--- src/rtl/mem_port_arbiter.sv ---
// mem_port_arbiter
//   Shares one single-ported synchronous memory between an instruction-fetch
//   port (read only) and a load/store port. At most one memory command is in
//   flight. Arbitration happens only in IDLE. The winning command is issued
//   for exactly one cycle (ISSUE). A read then waits cRdLat cycles for its data
//   (RD_WAIT).
//
//   Request/grant handshake: a requester raises req with its payload and holds
//   both stable until it sees its gnt. gnt is high for the single ISSUE cycle
//   of its command. The payload is captured only on the IDLE cycle that
//   selects the requester. Dropping req before gnt withdraws the request with
//   no side effect. A read answers with one rvalid cycle exactly cRdLat cycles
//   after gnt. Rdata is iMemRdata passed through in that cycle and 0 at all
//   other times.
//
//   Optional build macro MEM_ARB_FAIRNESS_EN: adds a saturating starvation
//   counter. While fetch is waiting, the counter counts load/store grants.
//   When it reaches cStarveMax, fetch wins the next arbitration. Without the
//   macro, load/store has strict priority.
//
//   Ports
//     iClk, iRst                   clock, synchronous active-high reset
//     iIfReq/iIfAddr               fetch request and address
//     oIfGnt/oIfRvalid/oIfRdata    fetch grant, read response
//     iLsReq/iLsWe/iLsAddr/
//     iLsWdata/iLsBe               load/store request (iLsWe=1 means store)
//     oLsGnt/oLsRvalid/oLsRdata    load/store grant, read response
//     oMemEn/oMemWe/oMemAddr/
//     oMemWdata/oMemBe             memory command (valid while oMemEn=1)
//     iMemRdata                    memory read data
//     oBusy                        arbiter not in IDLE (FSM state visibility)
module mem_port_arbiter #(
  parameter int cAddrW     = 32,
  parameter int cDataW     = 32,
  parameter int cRdLat     = 2,
  parameter int cStarveMax = 4
) (
  input  logic                iClk,
  input  logic                iRst,
  input  logic                iIfReq,
  input  logic [cAddrW-1:0]   iIfAddr,
  output logic                oIfGnt,
  output logic                oIfRvalid,
  output logic [cDataW-1:0]   oIfRdata,
  input  logic                iLsReq,
  input  logic                iLsWe,
  input  logic [cAddrW-1:0]   iLsAddr,
  input  logic [cDataW-1:0]   iLsWdata,
  input  logic [cDataW/8-1:0] iLsBe,
  output logic                oLsGnt,
  output logic                oLsRvalid,
  output logic [cDataW-1:0]   oLsRdata,
  output logic                oMemEn,
  output logic                oMemWe,
  output logic [cAddrW-1:0]   oMemAddr,
  output logic [cDataW-1:0]   oMemWdata,
  output logic [cDataW/8-1:0] oMemBe,
  input  logic [cDataW-1:0]   iMemRdata,
  output logic                oBusy
);

  localparam int cBeW  = cDataW / 8;
  localparam int cCntW = $clog2(cRdLat + 1);

  if (cRdLat < 1 || cStarveMax < 1 || (cDataW % 8) != 0) begin : g_param_check
    $error("mem_port_arbiter: illegal parameter set");
  end

  typedef enum logic [1:0] {
    IDLE    = 2'd0,
    ISSUE   = 2'd1,
    RD_WAIT = 2'd2
  } state_t;

  state_t             state;
  logic               owner_ls;   // 1: load/store owns the command, 0: fetch
  logic [cAddrW-1:0]  cmd_addr;
  logic               cmd_we;
  logic [cDataW-1:0]  cmd_wdata;
  logic [cBeW-1:0]    cmd_be;
  logic [cCntW-1:0]   lat_cnt;
  logic               mem_en_q;
  logic               mem_we_q;
  logic               if_gnt_q;
  logic               ls_gnt_q;
  logic               if_rvalid_q;
  logic               ls_rvalid_q;
  logic               fetch_forced;
  logic               pick_ls;

`ifdef MEM_ARB_FAIRNESS_EN
  localparam int cStarveW = $clog2(cStarveMax + 1);

  logic [cStarveW-1:0] starve_cnt;

  // Counted on the grant (ISSUE) cycle, so a fetch request that is withdrawn
  // while load/store is being served is not counted as starving.
  always_ff @(posedge iClk) begin
    if (iRst) begin
      starve_cnt <= '0;
    end else if (state == ISSUE) begin
      if (!owner_ls) begin
        starve_cnt <= '0;
      end else if (iIfReq && (starve_cnt != cStarveW'(cStarveMax))) begin
        starve_cnt <= starve_cnt + cStarveW'(1);
      end
    end
  end

  assign fetch_forced = iIfReq && (starve_cnt == cStarveW'(cStarveMax));
`else
  assign fetch_forced = 1'b0;
`endif

  assign pick_ls = iLsReq && !fetch_forced;

  always_ff @(posedge iClk) begin
    if (iRst) begin
      state       <= IDLE;
      owner_ls    <= 1'b0;
      cmd_addr    <= '0;
      cmd_we      <= 1'b0;
      cmd_wdata   <= '0;
      cmd_be      <= '0;
      lat_cnt     <= '0;
      mem_en_q    <= 1'b0;
      mem_we_q    <= 1'b0;
      if_gnt_q    <= 1'b0;
      ls_gnt_q    <= 1'b0;
      if_rvalid_q <= 1'b0;
      ls_rvalid_q <= 1'b0;
    end else begin
      // Single-cycle strobes; each state below raises the ones it needs.
      mem_en_q    <= 1'b0;
      mem_we_q    <= 1'b0;
      if_gnt_q    <= 1'b0;
      ls_gnt_q    <= 1'b0;
      if_rvalid_q <= 1'b0;
      ls_rvalid_q <= 1'b0;
      case (state)
        IDLE: begin
          if (iIfReq || iLsReq) begin
            owner_ls <= pick_ls;
            if (pick_ls) begin
              cmd_addr  <= iLsAddr;
              cmd_we    <= iLsWe;
              cmd_wdata <= iLsWdata;
              cmd_be    <= iLsBe;
            end else begin
              cmd_addr  <= iIfAddr;
              cmd_we    <= 1'b0;
              cmd_wdata <= '0;
              cmd_be    <= '1;
            end
            // Strobes for the ISSUE cycle are set up one cycle early so
            // that they come straight from flops.
            mem_en_q <= 1'b1;
            mem_we_q <= pick_ls && iLsWe;
            ls_gnt_q <= pick_ls;
            if_gnt_q <= !pick_ls;
            state    <= ISSUE;
          end
        end
        ISSUE: begin
          if (cmd_we) begin
            state <= IDLE;
          end else begin
            lat_cnt <= cCntW'(cRdLat - 1);
            state   <= RD_WAIT;
            // With one-cycle latency the first RD_WAIT cycle is the response.
            if (cRdLat == 1) begin
              ls_rvalid_q <= owner_ls;
              if_rvalid_q <= !owner_ls;
            end
          end
        end
        RD_WAIT: begin
          if (lat_cnt == '0) begin
            state <= IDLE;
          end else begin
            lat_cnt <= lat_cnt - cCntW'(1);
            if (lat_cnt == cCntW'(1)) begin
              ls_rvalid_q <= owner_ls;
              if_rvalid_q <= !owner_ls;
            end
          end
        end
        default: state <= IDLE;
      endcase
    end
  end

  assign oMemEn    = mem_en_q;
  assign oMemWe    = mem_we_q;
  assign oMemAddr  = cmd_addr;
  assign oMemWdata = cmd_wdata;
  assign oMemBe    = cmd_be;
  assign oIfGnt    = if_gnt_q;
  assign oLsGnt    = ls_gnt_q;
  assign oIfRvalid = if_rvalid_q;
  assign oLsRvalid = ls_rvalid_q;
  // A reset clears the rvalid flags, so late memory data is never forwarded.
  assign oIfRdata  = if_rvalid_q ? iMemRdata : '0;
  assign oLsRdata  = ls_rvalid_q ? iMemRdata : '0;
  assign oBusy     = (state != IDLE);

endmodule

--- config.mk ---
export PLATFORM = sky130hd
export DESIGN_NAME = mem_port_arbiter
export DESIGN_NICKNAME = d
export VERILOG_FILES = /design/src/rtl/mem_port_arbiter.sv
export SDC_FILE = /design/constraint.sdc
export NUM_CORES = 1
export LEC_CHECK = 0
export CAP_MARGIN = 40
export CORE_AREA = 2 2 108 110
export CTS_CLUSTER_SIZE = 8
export DETAILED_ROUTE_END_ITERATION = 10
export DIE_AREA = 0 0 110 112
export DONT_BUFFER_PORTS = 1
export PLACE_DENSITY_LB_ADDON = 0.05
export SYNTH_ARGS = -nofsm -noshare
export SYNTH_HDL_FRONTEND = slang
export SYNTH_SLANG_ARGS = --single-unit
--- constraint.sdc ---
create_clock -name iClk -period 1.9 [get_ports iClk]
set_clock_uncertainty 0.15 [all_clocks]
set_input_delay 0.19 -clock iClk [delete_from_list [all_inputs] [get_ports iClk]]
set_output_delay 0.19 -clock iClk [all_outputs]
set_load 0.05 [all_outputs]
# After elaboration in Yosys (flattened, before gate mapping)
# Index checks and enable logic that the tools add are counted.
# word_totals
regBits	80
input_bits	137
# op_classes
addsub	1
n_eq_ne	7
n_mux	14
bitwise_logic	4
reduce_logical	14
# ops
op	n
$mux 32	4
$mux 2	5
$ne 2x2->1 const B	4
$pmux 2 s3	1
$eq 2x1->1 const B	2
$logic_not 2->1	2
$mux 4	1
$not 1->1	4
$pmux 2 s2	1
$reduce_and 2->1	2
$reduce_bool 2->1	2
$reduce_or 4->1	1
$reduce_and 3->1	1
$reduce_or 3->1	1
$eq 2x2->1 const B	1
$logic_not 1->1	2
$mux 1	2
$reduce_or 2->1	1
$sub 2x1->2 const B	1
$logic_and 1x1->1	1
$logic_or 1x1->1	1

# Depth between registers and ports, before layout
# depth
ltp_word	3
mapped_depth	6
mapped_depth_nobuf	5

# Worst setup path before layout
# OpenSTA, ideal clock, no wires.
# synth_path
kind	flip-flop to output port
from	register if_rvalid_q (netlist: oIfRvalid)
to	output port oIfRdata[31]
t_arrival_ns	1.361
setup_slack_ns	0.199
path_stages_with_launch	3
path_cell_list	dfxtp_1 clkbuf_1 and2_1
# synth_between
elab_chain_len	1
# synth_lines
element	line	source
from (decl)	86	logic if_rvalid_q;
from (signal assigned)	173	if_rvalid_q <= !owner_ls;
from (signal assigned)	184	if_rvalid_q <= !owner_ls;
$mux 32	203	assign oIfRdata = if_rvalid_q ? iMemRdata : '0;
to (decl)	44	output logic [cDataW-1:0] oIfRdata,
# No other way between the ends.

# Worst setup path after layout
# layout_path
from	input port iLsReq
to	register cmd_addr[10] (netlist: oMemAddr[10])
# layout_between
elab_chain_len	2
word_cells_on_any_way	3
# layout_lines
element	line	source
from (decl)	45	input logic iLsReq,
$logic_or 1x1->1	142	if (iIfReq || iLsReq) begin
$reduce_and 2->1 (no source line)	n/a	
to (signal assigned)	145	cmd_addr <= iLsAddr;
to (signal assigned)	150	cmd_addr <= iIfAddr;
to (decl)	77	logic [cAddrW-1:0] cmd_addr;
# Several ways; a longest one is shown, not always the timed one.
# A chain may end at the register's enable or synchronous reset.

==> results.toml <==
[synthesis]
ys_top_cells_by_area = "dfxtp_1, and2_1, mux2i_1"
synth-xor-area-share_pct = 0.248
synthAdderAreaFrac_pct = 1.06
syn_avg_cell_area_um2 = 9.94
async_flop_share_pct = 0
muxShareOfSynthArea_pct = 9.05
postSynthCellCount = 356
synth_top_family_by_area = "compound AO/OA/AOI/OAI gates"
syn-num-nets = 496
syn-cell-area_mm2 = 0.00354
yosys_warnings = 0
synthDistinctLibCells = 32
ys_seq_elements = 80
synth_edf_count = 0
synth_ff_type = "dfxtp_1"
synthTopCellsByCount = "dfxtp_1, and2_1, a21oi_1"
yosysSeqAreaShare_pct = 45.3
synth_most_common_cell = "dfxtp_1"
synth_simple_gate_area_share_pct = 15.8
yosys.area.top_type = "dfxtp_1"
synth_top_area_share_pct = 45.3
synth_compound_area_share_pct = 22.6

[floorplan]
die_w_um = 110
io_pins = 276
initial_core_util_pct = 31.7
dieArea_mm2 = 0.0123
die_h_um = 112
num_rows = 39
core_mm2 = 0.0112

[grt]
antenna_found_initial = 0
grt_max_degree = 45
grt_pass1_vias = 3358
overflow = 0
grt_usage_pct = 20.9
grt_pass1_wl_mm = 19.5

[cts]
clkTransAtPathRegs_ns = 0.06
cts.path.max_buffers = 2
cts_tree = "yes"
numCtsBuffers = 9
clockRootBuffer = "clkbuf_16"
clk_latency_ns = 0.33
h-tree-depth = 3
cts.sinks = 80

[power_and_ir_drop]
report.power.total_mw = 4.87
vdd_drop_max_mv = 0.713
powerDensity_mw_per_mm2 = 770
leakage_nw = 2.57

[setup_path]
critical_path_required_ns = 2.00
path_class = "in -> reg"
critPathLaunch = "iLsReq"
endpoint_kind = "flop"
crit_arrival_ns = 1.91
r2r_start = "state[1]"
start_kind = "input port"
path_max_fanout = 22

[outcome]
status = "complete, no violations"

[flow_run]
drv_cap = 0

[detailed_routing]
antenna_left = 0
via_count = 3378
firstDrtPassIters = 4
wl_per_cell_um = 19.3
viasPerCell = 5.01
wl_mm = 13.0
drc = 0
first_iter_violations = 112

[timing]
hold_violations = 0
finalMaxSlewViolations = 0
worstMarginPinSlew_ns = 0.734
max_freq_ghz = 0.553
post-route-min-period_ns = 1.81
fin_ws_ns = 0.0909
max_slew_margin_pct = 50.9
rsz0062_at_grt = "no"
post-route-period-util_pct = 95.2
tns_ns = 0
fin_worst_hold_slack_ns = 0.0312
setup_viol = 0

[placement]
port_buffers = 0
place_congestion = 0.695
dpl_cell_area_mm2 = 0.00497
dp_hpwl_mm = 8.72
dp_slack_ns = 0.213
place_inst = 553

[cells_and_area]
design_area_mm2 = 0.00633
nNetsFinal = 666
syn_to_final_growth_pct = 78.9
drive_gt1_share_pct = 20.9
n_antenna_cell = 0
fin_cells = 674
final_util_pct = 56.6

[worst_hold_path]
min-delay-start = "iRst"
hold_class = "in -> reg"
==> cells in the final DEF (no fill, tap or decap) <==
| cell type | Yosys | final |
|---|---|---|
| nor2_4 | 2 | 2 |
| inv_6 | 0 | 3 |
| ha_1 | 3 | 3 |
| a21oi_1 | 39 | 39 |
| nor2_1 | 9 | 9 |
| nand4_1 | 1 | 1 |
| dlygate4sd3_1 | 0 | 103 |
| nor3_1 | 1 | 1 |
| nor2_8 | 1 | 1 |
| a31o_1 | 1 | 1 |
| inv_2 | 2 | 2 |
| nand2_1 | 2 | 2 |
| or3b_4 | 1 | 1 |
| and2_1 | 65 | 65 |
| clkbuf_16 | 0 | 9 |
| a221oi_1 | 1 | 1 |
| inv_1 | 3 | 3 |
| o21ai_0 | 6 | 6 |
| clkinv_4 | 0 | 1 |
| o221a_1 | 4 | 4 |
| buf_4 | 5 | 22 |
| mux2i_1 | 32 | 32 |
| buf_12 | 0 | 66 |
| dfxtp_1 | 80 | 80 |
| nand2b_1 | 1 | 1 |
| a311oi_1 | 1 | 1 |
| a22o_1 | 28 | 28 |
| clkinvlp_4 | 0 | 2 |
| nor3b_1 | 1 | 1 |
| clkbuf_8 | 0 | 1 |
| a21oi_4 | 1 | 1 |
| a211oi_1 | 32 | 32 |
| xnor2_1 | 1 | 1 |
| or2_1 | 1 | 1 |
| nand3_1 | 5 | 5 |
==> registers in the layout, summed over array words and instances, names as in the netlist, 2 cells and up <==
name       flops
oMemAddr      32
oMemBe         4
state          2
lat_cnt        2
oMemWdata     32
==> where the power goes <==
| part | internal [mW] | switching (mW) | total, mW | leakage, nW |
|---|---|---|---|---|
| clock network | 0.937 | 0.725 | 1.66 | 0.136 |
| logic | 0.411 | 0.460 | 0.871 | 1.78 |
| registers | 1.84 | 0.504 | 2.34 | 0.660 |
| total | 3.18 | 1.69 | 4.87 | 2.57 |
==> path summary, 6_finish.rpt <==
path / end / slack, ns / cells after the start
max: oMemAddr[10] / 0.09 / 5
min: oMemEn / 0.03 / 2
max reg2reg: oMemWdata[30] / 0.20 / 3
min reg2reg: oLsRvalid / 0.30 / 2
==> layout make-up <==
cell class,instances,area (µm²)
Timing Repair Buffer,191,2520
Fill cell,932,4850
Sequential cell,80,1600
Multi-Input combinational cell,239,1720
Clock inverter,6,50.0
Tap cell,143,179
Inverter,5,18.8
Clock buffer,10,239
==> per-layer routing <==
layer / part of all wire [%] / GRT usage, %
met1: 36 / 22.5
met2: 54 / 38.7
met3: 9.3 / 6.56
met4: 1.3 / 5.32
met5: 0 / 0
==> logic make-up after synthesis <==
family          count (synthesis)
xor+xnor                        1
mux                            32
flops                          80
compound gates                113
simple gates                   90
fa+ha+maj                       3
buf+inv                        37
==> worst max-delay path, stage by stage <==
cell           delay [ns]
dlygate4sd3_1        0.58
buf_12               0.19
mux2i_1              0.13
dlygate4sd3_1        0.57
a211oi_1             0.24
==> timing repair <==
| action | CTS | global route |
|---|---|---|
| hold endpoints to repair | 80 | 0 |
| hold buffers | 105 | 0 |
| setup buffers | 0 | 0 |
| gates resized for setup | 0 | 0 |
Note: power is estimated with default switching activity, not from simulation.
